==> src/rtl/id_ex_skid.sv <==
// Decode-to-execute pipeline register with a one-entry skid buffer.
// id_ready is registered so no ex_ready-to-id_ready timing path exists.
module id_ex_skid #(
   parameter int unsigned XLEN     = 32,
   parameter int unsigned NSRC     = 2,
   parameter int unsigned RADDR_W  = 5,
   parameter int unsigned ALUOP_W  = 7,
   parameter int unsigned FUNCT3_W = 3,
   parameter logic [ALUOP_W-1:0] NOP_OP = 7'b0010011
) (
   input  logic                     clk,
   input  logic                     rst,
   input  logic                     flush,
   input  logic                     id_valid,
   output logic                     id_ready,
   input  logic [ALUOP_W-1:0]       id_aluop,
   input  logic [FUNCT3_W-1:0]      id_funct3,
   input  logic [NSRC*XLEN-1:0]     id_ops,
   input  logic [RADDR_W-1:0]       id_wreg,
   input  logic                     id_wd,
   output logic                     ex_valid,
   input  logic                     ex_ready,
   output logic [ALUOP_W-1:0]       ex_aluop,
   output logic [FUNCT3_W-1:0]      ex_funct3,
   output logic [NSRC*XLEN-1:0]     ex_ops,
   output logic [RADDR_W-1:0]       ex_wreg,
   output logic                     ex_wd,
   output logic [31:0]              bubble_cnt
);

   typedef struct packed {
      logic [ALUOP_W-1:0]   aluop;
      logic [FUNCT3_W-1:0]  funct3;
      logic [NSRC*XLEN-1:0] ops;
      logic [RADDR_W-1:0]   wreg;
      logic                 wd;
   } entry_t;

   typedef enum logic [1:0] {StEmpty, StOne, StTwo} state_e;

   state_e      state_q, state_d;
   entry_t      main_q, main_d, skid_q, skid_d, id_ent;
   logic        id_ready_q;
   logic [31:0] bubble_q;
   logic        accept, consume;

   assign id_ent   = '{aluop: id_aluop, funct3: id_funct3, ops: id_ops, wreg: id_wreg, wd: id_wd};
   assign ex_valid = (state_q != StEmpty);
   assign id_ready = id_ready_q;
   assign accept   = id_valid & id_ready_q;
   assign consume  = ex_valid & ex_ready;

   always_comb begin
      state_d = state_q;
      main_d  = main_q;
      skid_d  = skid_q;
      unique case (state_q)
         StEmpty: begin
            if (accept) begin
               state_d = StOne;
               main_d  = id_ent;
            end
         end
         StOne: begin
            if (accept && consume) begin
               main_d = id_ent;
            end else if (accept) begin
               state_d = StTwo;
               skid_d  = id_ent;
            end else if (consume) begin
               state_d = StEmpty;
            end
         end
         StTwo: begin
            if (consume) begin
               state_d = StOne;
               main_d  = skid_q;
            end
         end
         default: state_d = StEmpty;
      endcase
      // Redirect discards everything, including this edge's handshakes.
      if (flush) begin
         state_d = StEmpty;
      end
   end

   always_ff @(posedge clk) begin
      if (rst) begin
         state_q    <= StEmpty;
         id_ready_q <= 1'b1;
         bubble_q   <= '0;
      end else begin
         state_q    <= state_d;
         id_ready_q <= (state_d != StTwo);
         if (ex_ready && !ex_valid && (bubble_q != 32'hFFFF_FFFF)) begin
            bubble_q <= bubble_q + 32'd1;
         end
      end
   end

   // Payload needs no reset: the bubble mux hides it while the stage is empty.
   always_ff @(posedge clk) begin
      main_q <= main_d;
      skid_q <= skid_d;
   end

   always_comb begin
      ex_aluop  = NOP_OP;
      ex_funct3 = '0;
      ex_ops    = '0;
      ex_wreg   = '0;
      ex_wd     = 1'b0;
      if (ex_valid) begin
         ex_aluop  = main_q.aluop;
         ex_funct3 = main_q.funct3;
         ex_ops    = main_q.ops;
         ex_wreg   = main_q.wreg;
         ex_wd     = main_q.wd;
      end
   end

   assign bubble_cnt = bubble_q;

endmodule

==> config.mk <==
export PLATFORM = sky130hd
export DESIGN_NAME = id_ex_skid
export DESIGN_NICKNAME = d
export VERILOG_FILES = /design/src/rtl/id_ex_skid.sv
export SDC_FILE = /design/constraint.sdc
export NUM_CORES = 1
export LEC_CHECK = 0
export ABC_CLOCK_PERIOD_IN_PS = 28900
export BUFFER_PORTS_ARGS = -buffer_cell sky130_fd_sc_hd__buf_2
export CAP_MARGIN = 20
export CORE_ASPECT_RATIO = 1.4
export CORE_MARGIN = 5
export CORE_UTILIZATION = 59
export CTS_BUF_LIST = sky130_fd_sc_hd__clkbuf_8
export DETAILED_ROUTE_END_ITERATION = 8
export GPL_TIMING_DRIVEN = 0
export PLACE_DENSITY = 0.92
export SLEW_MARGIN = 5
export SYNTH_ARGS = -nofsm -noshare
export SYNTH_HDL_FRONTEND = slang
export SYNTH_SLANG_ARGS = --single-unit
==> constraint.sdc <==
create_clock -name clk -period 28.9 [get_ports clk]
set_clock_uncertainty 0.2 [all_clocks]
set_input_delay 8.67 -clock clk [delete_from_list [all_inputs] [get_ports clk]]
set_output_delay 8.67 -clock clk [all_outputs]
set_load 0.005 [all_outputs]
==> impl_metrics.yaml <==
clocking:
  postCtsSetupRepairBufs: 0
  ctsHoldBuffers: 0
  cts_resized: 0
  tritoncts_num_sinks: 195
  clk_pin_slew_ns: 0.10
  ctsHtreeMaxLevel: 4
  clock_path_buffers: 2
  clock_latency_ns: 0.44
  cts_root_buf: "clkbuf_8"
  cts_tree: "yes"
  cts_inserted_buffers: 17
floorplan:
  core_region_area_um2: 13400
  ioPinCount: 199
  die-area_um2: 16100
  die-height_um: 148
  start_util: 0.600
  rows: 50
  die_w_um: 109
timing:
  min_period_ns: 11.17
  setup_tns_ns: 0
  min_period_over_period: 0.386
  slew_viol_final: 0
  setup_violations: 0
  hold_viol_final: 0
  slew_headroom: 0.231
  worst_slew_pin_slew_ns: 1.14
  rsz0062_at_grt: "false"
  fmax_ghz: 0.0895
  setup_slack_ns: 17.73
route:
  via_count: 5262
  viasPerCell: 5.48
  drc: 0
  drt_iter0_markers: 336
  drtPass1Iterations: 5
  ant_nets: 0
  drt_wl_total_um: 17800
  wire_per_inst_um: 18.5
layout:
  register_area_um2: 5510
  final_net_count: 849
  layout_common_cells: "buf_2, edfxtp_1, mux2_2"
  fin_cells: 961
  multiInputGateArea_um2: 2410
  layout-area-overhead-vs-synth_pct: 21.8
  fillers: 898
  layout_commonest_cell: "buf_2"
  drive_gt1_frac: 0.421
synth:
  synthDistinctLibCells: 44
  synthCells: 542
  yosysWarnings: 0
  syn_nets: 628
  yosysSeqAreaShare: 0.685
  syn_avg_cell_area_um2: 14.8
  syn_area_um2: 8030
  ys_ff_latch: 195
  synthArstFlopShare: 0
  synth_ff_type: "edfxtp_1"
  synth_edf_count: 160
run_status:
  status: "completed"
setup_path:
  crit_arrival_ns: 2.30
  critPathMaxFanout: 10
  cp_cell_sequence: "or2_2 > clkbuf_1 > clkbuf_1 > and2_1 > buf_2"
  critical_path_class: "reg2out"
  cp_common_cell: "clkbuf_1"
  endpoint_kind: "output pin"
  cp-start-kind: "flop"
  cp_slowest_cell: "dfxtp_1"
  max_stage_delay_ns: 0.49
  worst_ep_required_time_ns: 20.03
grt:
  grt_start_max_net_pins: 59
  grtUsageTotal: 0.223
  grt_pass1_wl_um: 27800
  antenna_found_initial: 3
  grt_overflow_total: 0
  grt_pass1_vias: 5557
power_and_ir_drop:
  ir_worst_vdd_mv: 0.0322
  p_leak_uw: 0.00376
  total_power_uw: 534
  powerDensity_nw_per_um2: 54.6
placement:
  port_buffers: 197
  gp_congestion: 0.915
  dp.cells: 926
  pre_cts_ws_ns: 18.17
  dp_hpwl_um: 13000
job:
  max_cap_viol_count: 0
min_path:
  worstHoldPathType: "reg2reg"
cell families (layout without fill, tap and decap cells):
family / Yosys count / count (layout) / synth area share
DFF: 195 / 195 / 0.685
AOI/OAI and AO/OA: 48 / 48 / 0.0411
and+or+nand+nor: 172 / 172 / 0.126
buffers and inverters: 31 / 265 / 0.0167
adders and majority gates: 1 / 1 / 0.00156
other: 0 / 3 / 0
muxes: 82 / 82 / 0.115
xor gates and xnor gates: 13 / 13 / 0.0142
registers in the layout, indices dropped and copies added, names as in the netlist:
register    flops
id_ready        1
main_q         80
bubble_cnt     32
state_q         2
skid_q         80
metrics by stage:
step                      hold slack (ns)  utilization  instance area, um^2
final                               0.302        0.731                 9790
after global routing                0.334        0.731                 9780
after CTS                           0.304        0.730                 9780
after detailed placement            0.287        0.699                 9360
after global placement              0.282        0.691                 9250
after floorplan                     0.287            -                 8030
cells in the mapped netlist, drive strengths merged (2+ instances only):
cell,number,area share
buf,4,0.0039
nand2b,3,0.0023
mux2i,2,0.0025
nor4,4,0.0031
clkbuf,22,0.010
inv,5,0.0023
mux2,80,0.11
nand2,14,0.0065
or3,12,0.0093
a21oi,18,0.011
edfxtp,160,0.60
and4,3,0.0033
xnor2,8,0.0087
o21ai,11,0.0069
nor2b,3,0.0023
dfxtp,35,0.087
and2,78,0.061
or2,2,0.0016
xor2,5,0.0055
o31ai,8,0.0092
nor2,20,0.0093
o311ai,2,0.0044
o2111ai,2,0.0022
nand4,10,0.0086
or4,9,0.0084
a31oi,2,0.0016
nor3,3,0.0019
nand3,7,0.0044
power breakdown:
part	switching (uW)	leakage [uW]	internal (uW)	total [uW]
combinational	18.1	0.00177	17.2	35.3
sequential	2.49	0.00178	314	317
clock	95.1	0.000206	86.6	182
layout make-up:
class                           count  area share
Inverter                            5     0.00192
Tap cell                          182      0.0233
Buffer                             26      0.0118
Clock buffer                       17      0.0239
Timing Repair Buffer              202       0.111
Clock inverter                     15      0.0185
Sequential cell                   195       0.563
Multi-Input combinational cell    316       0.246
Antenna cell                        3    0.000767
per-layer routing:
metal	track usage	share of wire	vias to the layer above
met5	0	0.0015	-
met4	0.0720	0.018	4
met3	0.0621	0.076	30
met2	0.393	0.53	203
met1	0.260	0.38	2549
li1	-	-	2476
worst paths after layout:
check	from	slack, ns	endpoint	cells past startpoint
hold reg to reg	bubble_cnt[30]	0.30	bubble_cnt[30]	2
setup / recovery	state_q[0]	17.73	ex_ops[22]	5
setup reg to reg	bubble_cnt[25]	26.37	bubble_cnt[16]	5
hold / removal	bubble_cnt[30]	0.30	bubble_cnt[30]	2
critical path: cells and delay by family, from the launching register on:
family                 cells  cell delay, ns
DFF                        1            0.49
and+or+nand+nor            2            0.37
buffers and inverters      3            1.00
Power figures use the tool's default switching activity.
